`src/rtl/alu_req_arbiter_if.sv`:
```
// Requester/response handshake bundle for alu_req_arbiter.
// master = requesters and response consumer, slave = arbiter.
interface alu_req_arbiter_if #(
  parameter int unsigned DW = 8,
  parameter int unsigned CW = 4,
  parameter int unsigned RW = 16
);
  logic          req0_valid;
  logic          req0_ready;
  logic [DW-1:0] req0_a;
  logic [DW-1:0] req0_b;
  logic [CW-1:0] req0_cmd;
  logic          req1_valid;
  logic          req1_ready;
  logic [DW-1:0] req1_a;
  logic [DW-1:0] req1_b;
  logic [CW-1:0] req1_cmd;
  logic          rsp_valid;
  logic          rsp_ready;
  logic          rsp_id;
  logic [RW-1:0] rsp_data;

  modport master (
    output req0_valid, req0_a, req0_b, req0_cmd,
    output req1_valid, req1_a, req1_b, req1_cmd,
    output rsp_ready,
    input  req0_ready, req1_ready, rsp_valid, rsp_id, rsp_data
  );

  modport slave (
    input  req0_valid, req0_a, req0_b, req0_cmd,
    input  req1_valid, req1_a, req1_b, req1_cmd,
    input  rsp_ready,
    output req0_ready, req1_ready, rsp_valid, rsp_id, rsp_data
  );
endinterface

```
`src/rtl/alu_req_arbiter.sv`:
```
// Round-robin arbiter sharing one combinational ALU between two requesters.
// Latches the winner's operands, holds them for ALU_LAT cycles, returns the captured result.
module alu_req_arbiter #(
  parameter int unsigned DW      = 8,
  parameter int unsigned CW      = 4,
  parameter int unsigned RW      = 16,
  parameter int unsigned ALU_LAT = 1
) (
  input  logic          clk,
  input  logic          rst,
  alu_req_arbiter_if.slave bus,
  output logic [DW-1:0] alu_a_o,
  output logic [DW-1:0] alu_b_o,
  output logic [CW-1:0] alu_cmd_o,
  output logic          alu_oe_o,
  input  logic [RW-1:0] alu_d_out_i,
  output logic          busy_o,
  output logic [15:0]   op_count_o
);
  localparam int unsigned LW = $clog2(ALU_LAT + 1);

  typedef enum logic [1:0] {StIdle, StExec, StResp} state_e;

  state_e        state_q, state_d;
  logic          rr_q, rr_d;
  logic [LW-1:0] lat_q, lat_d;
  logic [DW-1:0] a_q, a_d, b_q, b_d;
  logic [CW-1:0] cmd_q, cmd_d;
  logic          oe_q, oe_d;
  logic          rsp_valid_q, rsp_valid_d;
  logic          rsp_id_q, rsp_id_d;
  logic [RW-1:0] rsp_data_q, rsp_data_d;
  logic [15:0]   op_count_q, op_count_d;
  logic          grant0, grant1;

  // rr_q = 0 favours requester 0 when both are valid.
  assign grant0 = bus.req0_valid & (~bus.req1_valid | ~rr_q);
  assign grant1 = bus.req1_valid & (~bus.req0_valid | rr_q);

  assign bus.req0_ready = (state_q == StIdle) & grant0;
  assign bus.req1_ready = (state_q == StIdle) & grant1;
  assign bus.rsp_valid  = rsp_valid_q;
  assign bus.rsp_id     = rsp_id_q;
  assign bus.rsp_data   = rsp_data_q;
  assign alu_a_o        = a_q;
  assign alu_b_o        = b_q;
  assign alu_cmd_o      = cmd_q;
  assign alu_oe_o       = oe_q;
  assign busy_o         = (state_q != StIdle);
  assign op_count_o     = op_count_q;

  always_comb begin
    state_d     = state_q;
    rr_d        = rr_q;
    lat_d       = lat_q;
    a_d         = a_q;
    b_d         = b_q;
    cmd_d       = cmd_q;
    oe_d        = oe_q;
    rsp_valid_d = rsp_valid_q;
    rsp_id_d    = rsp_id_q;
    rsp_data_d  = rsp_data_q;
    op_count_d  = op_count_q;
    unique case (state_q)
      StIdle: begin
        if (grant0 | grant1) begin
          a_d      = grant1 ? bus.req1_a   : bus.req0_a;
          b_d      = grant1 ? bus.req1_b   : bus.req0_b;
          cmd_d    = grant1 ? bus.req1_cmd : bus.req0_cmd;
          rsp_id_d = grant1;
          rr_d     = ~grant1;
          lat_d    = LW'(ALU_LAT);
          oe_d     = 1'b1;
          state_d  = StExec;
        end
      end
      StExec: begin
        lat_d = lat_q - 1'b1;
        if (lat_q == LW'(1)) begin
          rsp_data_d  = alu_d_out_i;
          oe_d        = 1'b0;
          rsp_valid_d = 1'b1;
          state_d     = StResp;
        end
      end
      StResp: begin
        if (bus.rsp_ready) begin
          rsp_valid_d = 1'b0;
          op_count_d  = op_count_q + 16'd1;
          state_d     = StIdle;
        end
      end
      default: state_d = StIdle;
    endcase
  end

  always_ff @(posedge clk or posedge rst) begin
    if (rst) begin
      state_q     <= StIdle;
      rr_q        <= 1'b0;
      lat_q       <= '0;
      a_q         <= '0;
      b_q         <= '0;
      cmd_q       <= '0;
      oe_q        <= 1'b0;
      rsp_valid_q <= 1'b0;
      rsp_id_q    <= 1'b0;
      rsp_data_q  <= '0;
      op_count_q  <= '0;
    end else begin
      state_q     <= state_d;
      rr_q        <= rr_d;
      lat_q       <= lat_d;
      a_q         <= a_d;
      b_q         <= b_d;
      cmd_q       <= cmd_d;
      oe_q        <= oe_d;
      rsp_valid_q <= rsp_valid_d;
      rsp_id_q    <= rsp_id_d;
      rsp_data_q  <= rsp_data_d;
      op_count_q  <= op_count_d;
    end
  end
endmodule
```
`src/flat_wrapper.sv`:
```
// flat-port wrapper written by rule: the top's interface ports become plain ports
module alu_req_arbiter_flat 
#(
  parameter int unsigned DW      = 8,
  parameter int unsigned CW      = 4,
  parameter int unsigned RW      = 16,
  parameter int unsigned ALU_LAT = 1
)
  (clk, rst, alu_a_o, alu_b_o, alu_cmd_o, alu_oe_o, alu_d_out_i, busy_o, op_count_o, bus_req0_valid, bus_req0_a, bus_req0_b, bus_req0_cmd, bus_req1_valid, bus_req1_a, bus_req1_b, bus_req1_cmd, bus_rsp_ready, bus_req0_ready, bus_req1_ready, bus_rsp_valid, bus_rsp_id, bus_rsp_data);
  alu_req_arbiter_if #(.DW(DW), .CW(CW), .RW(RW)) bus_i ();
  input  logic clk;
  input  logic rst;
  output logic [DW-1:0] alu_a_o;
  output logic [DW-1:0] alu_b_o;
  output logic [CW-1:0] alu_cmd_o;
  output logic alu_oe_o;
  input  logic [RW-1:0] alu_d_out_i;
  output logic busy_o;
  output logic [15:0] op_count_o;
  input wire logic [$bits(bus_i.req0_valid)-1:0] bus_req0_valid;
  input wire logic [$bits(bus_i.req0_a)-1:0] bus_req0_a;
  input wire logic [$bits(bus_i.req0_b)-1:0] bus_req0_b;
  input wire logic [$bits(bus_i.req0_cmd)-1:0] bus_req0_cmd;
  input wire logic [$bits(bus_i.req1_valid)-1:0] bus_req1_valid;
  input wire logic [$bits(bus_i.req1_a)-1:0] bus_req1_a;
  input wire logic [$bits(bus_i.req1_b)-1:0] bus_req1_b;
  input wire logic [$bits(bus_i.req1_cmd)-1:0] bus_req1_cmd;
  input wire logic [$bits(bus_i.rsp_ready)-1:0] bus_rsp_ready;
  output wire logic [$bits(bus_i.req0_ready)-1:0] bus_req0_ready;
  output wire logic [$bits(bus_i.req1_ready)-1:0] bus_req1_ready;
  output wire logic [$bits(bus_i.rsp_valid)-1:0] bus_rsp_valid;
  output wire logic [$bits(bus_i.rsp_id)-1:0] bus_rsp_id;
  output wire logic [$bits(bus_i.rsp_data)-1:0] bus_rsp_data;
  assign bus_i.req0_valid = bus_req0_valid;
  assign bus_i.req0_a = bus_req0_a;
  assign bus_i.req0_b = bus_req0_b;
  assign bus_i.req0_cmd = bus_req0_cmd;
  assign bus_i.req1_valid = bus_req1_valid;
  assign bus_i.req1_a = bus_req1_a;
  assign bus_i.req1_b = bus_req1_b;
  assign bus_i.req1_cmd = bus_req1_cmd;
  assign bus_i.rsp_ready = bus_rsp_ready;
  assign bus_req0_ready = bus_i.req0_ready;
  assign bus_req1_ready = bus_i.req1_ready;
  assign bus_rsp_valid = bus_i.rsp_valid;
  assign bus_rsp_id = bus_i.rsp_id;
  assign bus_rsp_data = bus_i.rsp_data;
  alu_req_arbiter #(.DW(DW), .CW(CW), .RW(RW), .ALU_LAT(ALU_LAT)) u_core (.clk(clk), .rst(rst), .bus(bus_i), .alu_a_o(alu_a_o), .alu_b_o(alu_b_o), .alu_cmd_o(alu_cmd_o), .alu_oe_o(alu_oe_o), .alu_d_out_i(alu_d_out_i), .busy_o(busy_o), .op_count_o(op_count_o));
endmodule
```
`config.mk`:
```
export PLATFORM = sky130hd
export DESIGN_NAME = alu_req_arbiter_flat
export DESIGN_NICKNAME = d
export VERILOG_FILES = /design/src/rtl/alu_req_arbiter_if.sv /design/src/rtl/alu_req_arbiter.sv /design/src/flat_wrapper.sv
export SDC_FILE = /design/constraint.sdc
export NUM_CORES = 1
export LEC_CHECK = 0
export CORE_ASPECT_RATIO = 0.5
export CORE_MARGIN = 4
export CORE_UTILIZATION = 39
export DETAILED_ROUTE_END_ITERATION = 12
export PLACE_DENSITY = 0.77
export SLEW_MARGIN = 40
export SYNTH_ARGS = -nofsm -noshare
export SYNTH_HDL_FRONTEND = slang
export SYNTH_SLANG_ARGS = --single-unit
```
`constraint.sdc`:
```
create_clock -name clk -period 2.22 [get_ports clk]
set_input_delay 0.333 -clock clk [delete_from_list [all_inputs] [get_ports clk]]
set_output_delay 0.333 -clock clk [all_outputs]
set_load 0.03 [all_outputs]
```
-- After elaboration in Yosys (flattened, before gate mapping)
Cells that the tools add are included.
- register bits: 59
- input bits: 61
- output and inout port bits: 58
- word-level logic and storage cells: 54
- add/subtract/negate cells: 2
- equality and inequality tests: 5
- multiplexer cells: 14
- bitwise gates (word level): 11
- reductions and logical operators: 11
- operators with widths (kind ; count):
    adder 16 x 1 -> 16 bit (second input constant) ; 1
    2-to-1 mux 8 bit ; 2
    AND reduction 3 bit ; 3
    AND reduction 2 bit ; 4
    2-to-1 mux 2 bit ; 3
    case mux 1 bit (2 select lines) ; 3
    case mux 2 bit (3 select lines) ; 1
    nonzero test 2 bit ; 3
    bitwise AND 1 bit ; 4
    2-to-1 mux 1 bit ; 4
    2-to-1 mux 4 bit ; 1
    inequality test 2 bit (second input constant) ; 2
    inverter 1 bit ; 4
    bitwise OR 1 bit ; 3
    == test 2 x 1 -> 1 bit (second input constant) ; 1
    == test 2 bit (second input constant) ; 1
    zero test 2 bit ; 1
    inequality test 2 x 1 -> 1 bit (second input constant) ; 1
    subtractor 1 bit (second input constant) ; 1

-- Longest topological paths before layout
- depth after elaboration: 6
- mapped depth: 5
- mapped depth without buffers: 5

-- Worst setup path after synthesis
No wires, ideal clock.
- kind: register -> output
- start: register u_core.state_q[1]
- end: output port bus_req1_ready
- arrival time: 1.257 ns
- data required time: 1.887 ns
- setup slack: 0.630 ns
- stages on the path, launching flop included: 4
- buffers on the path: 0
- path through: dfrtp_1 > nor2_1 > inv_1 > nor2_2
- cells in the longest elaborated chain, start to end: 2
- RTL lines (element ; RTL line ; text):
    start, declared ; alu_req_arbiter.sv:24 ; state_e state_q, state_d;
    start signal, assigned ; alu_req_arbiter.sv:99 ; state_q <= StIdle;
    start signal, assigned ; alu_req_arbiter.sv:111 ; state_q <= state_d;
    zero test 2 bit ; alu_req_arbiter.sv:41 ; assign bus.req1_ready = (state_q == StIdle) & grant1;
    bitwise AND 1 bit ; alu_req_arbiter.sv:41 ;
    end, declared ; flat_wrapper.sv:30 ; output wire logic [$bits(bus_i.req1_ready)-1:0] bus_req1_ready;
Every way passes these cells.

-- Final worst setup path
- start: register u_core.state_q[0]
- end: output port busy_o
- cells in the longest elaborated chain, start to end: 1
- RTL lines (element ; RTL line ; text):
    nonzero test 2 bit ; alu_req_arbiter.sv:49 ; assign busy_o = (state_q != StIdle);
    end, declared ; flat_wrapper.sv:18 ; output logic busy_o;
Every way passes these cells.

==> run metrics <==
clk sinks 59; Final Hold Vio Count 0; commonest non-fill, non-tap cell in the layout clkdlybuf4s50_1; total die area 7907 sq um; via count 2108; commonest non-fill, non-tap cells in the layout clkdlybuf4s50_1 (116), dfrtp_1 (59), nand2_1 (27); internal power 3.868 mW; top-area cell type share of the netlist area 58.44%; flops & latches, synth 59; slew margin rel. 50.04%; DRT iter0 DRCs 248; DP HPWL 5100 microns; share of power burned in registers 29.4%; Area contributors post-synth dfrtp_1 (58%), mux2_2 (7.1%), mux2i_1 (5.9%); largest net degree at the start of global routing 60; Main synth FF type dfrtp_1; htree depth 3; Peak VDD IR 583.4 uV; clk_skew 2.405 ps; netlist area before placement 2526 sq um; Mapped Cells 204; first drt pass iteration count 4; Setup WS pre-CTS 89.98 ps; vias per cell 4.902; clock buffer depth 2; Fmax 0.4685 GHz; Yosys cell types 34; Sum Neg Setup Slack 0 ps; grt ovf 0; CP Launch Type flip-flop; antenna violations before repair 0; minimum clock period 2135 ps; status complete, no violations; GP Congestion 0.7917; Clk network pwr share 25.4%; CTS Buf Count 9; Slew @ Worst Pin 747.6 ps; critical path arrival 1800 ps; post-CTS setup buffer count 0; CP Max Fanout 8; # IOs 119; R2R depth 3; total wire length 7196 microns; Die Y 64.91 microns; fin worst setup slack 85.37 ps; Mapped Avg Cell Area 12.38 sq um; post-synth top area cell dfrtp_1; DIE WIDTH 121.8 microns; Root Driver clkbuf_16; DR DRC count 0; Final Max Tran Viols 0; I/O Buffers 118; floorplan row count 20; CTS-repair resized insts 1; CTS Hold Buffers Added 0; sequential fraction of the synthesis area 58.44%; number of synthesized flops with an enable pin 0; RSZ-0062 raised after global routing false; CTS clock-pin slew for the worst setup and hold paths 50 ps; crit share post-route 96.15%; # nets final 399; Wirelength per Cell 16.73 microns; Psw 2.338 mW; Worst Path Required 1890 ps; Pleak 1.896 nW; R2R Setup Slk 400 ps; Critical Path End Type primary output; Final ANT Viol Nets 0; fraction of registers with async set/reset 100.0%; WHS 416.1 ps; WS Path Type flip-flop to primary output; Combinational Power Share 45.2%; initial core utilization 40.87%; worst hold path class input pin to asynchronous set/reset pin; Max Cap Viol 0; global-route wire length before repair 11850 microns; syn_nets 266; Area Overhead vs Synth 66.82%; Sw Share 37.68%; core area 6181 sq um; total track usage 19.49%; Ys Warns 0; CTS tree yes; PD cells 1473 nW/um^2; Ant. Diodes 0; vias in the first global route 2266; Setup violations, final 0; share of cells above drive strength 1 14.91%; clk_lat worst skew 320 ps
stage by stage:
| stage | area (sq um) | power (mW) | instances | utilization [%] |
|---|---|---|---|---|
| 2_1_floorplan | 2526 | 3.396 | 204 | - |
| 3_3_place_gp | 3867 | 4.557 | 414 | 62.57 |
| 3_5_place_dp | 3867 | 4.630 | 414 | 62.57 |
| 4_1_cts | 4214 | 6.255 | 430 | 68.18 |
| 5_1_grt | 4214 | 6.505 | 430 | 68.18 |
| 6_report | 4214 | 6.206 | 430 | 68.18 |
Yosys cell counts (all sizes together), types with 2 or more instances:
library cell  count
nor3              3
o21ai            18
xnor2            11
dfrtp            59
a221o             5
mux2             16
buf               5
nand3             2
nand4             5
inv               6
and2              5
xor2              4
nand2            27
nor2              5
mux2i            15
and3              6
final timing paths:
check                                        from                endpoint
worst max-delay path            u_core.state_q[0]                  busy_o
worst min-delay path                          rst  u_core.bus.rsp_data[5]
worst max register to register  u_core.state_q[0]  u_core.bus.rsp_data[3]
worst min register to register  u_core.alu_b_o[3]       u_core.alu_b_o[3]
max in group asynchronous                     rst  u_core.bus.rsp_data[1]
min in group clk                u_core.alu_b_o[3]       u_core.alu_b_o[3]
metal layers:
layer	GRT usage (%)	vias up	part of all wire, %
met5	0	-	0
met4	7.821	0	1.9
met3	6.016	11	4.8
met2	33.24	72	54
met1	23.15	1050	39
li1	-	975	-
power groups by stage:
| stage | combinational [mW] | sequential (mW) | clock [mW] |
|---|---|---|---|
| CTS | 2.83 | 1.82 | 1.60 |
| detailed placement | 2.81 | 1.82 | 0 |
| global placement | 2.76 | 1.80 | 0 |
| global route | 2.97 | 1.89 | 1.65 |
| finish | 2.80 | 1.83 | 1.58 |
| floorplan | 0.837 | 2.56 | 0 |
cell families after synthesis:
kind of cell             Yosys count  share of synthesized area (%)
flip-flops                        59                          58.44
multiplexers                      31                          13.08
adder cells (fa/ha/maj)            1                         0.4952
AND/OR/NAND/NOR                   58                          12.14
XOR/XNOR                          15                          5.200
buffers and inverters             12                          2.278
AO/OA/AOI/OAI                     28                          8.371
critical path, stage by stage (launching register included):
cell	delay, ps
dfrtp_1	530
nor2_1	140
inv_1	120
clkdlybuf4s50_1	690
state kept, by name (all words and copies together), names as in the netlist:
register and cells:
u_core.lat_q 1, u_core.bus.rsp_id 1, u_core.bus.rsp_valid 1, u_core.alu_a_o 8, u_core.bus.rsp_data 16, u_core.alu_b_o 8
u_core.alu_oe_o 1, u_core.op_count_o 16, u_core.rr_q 1, u_core.alu_cmd_o 4, u_core.state_q 2
final cells by class:
cell class | count | area (sq um)
clock buffer | 13 | 280.3
clock inverter | 3 | 67.56
fill | 471 | 1967
inverter | 6 | 22.52
multi-input combinational | 133 | 992.2
sequential | 59 | 1476
tap | 88 | 110.1
timing repair buffer | 128 | 1265
(Power assumes the default switching activity.)
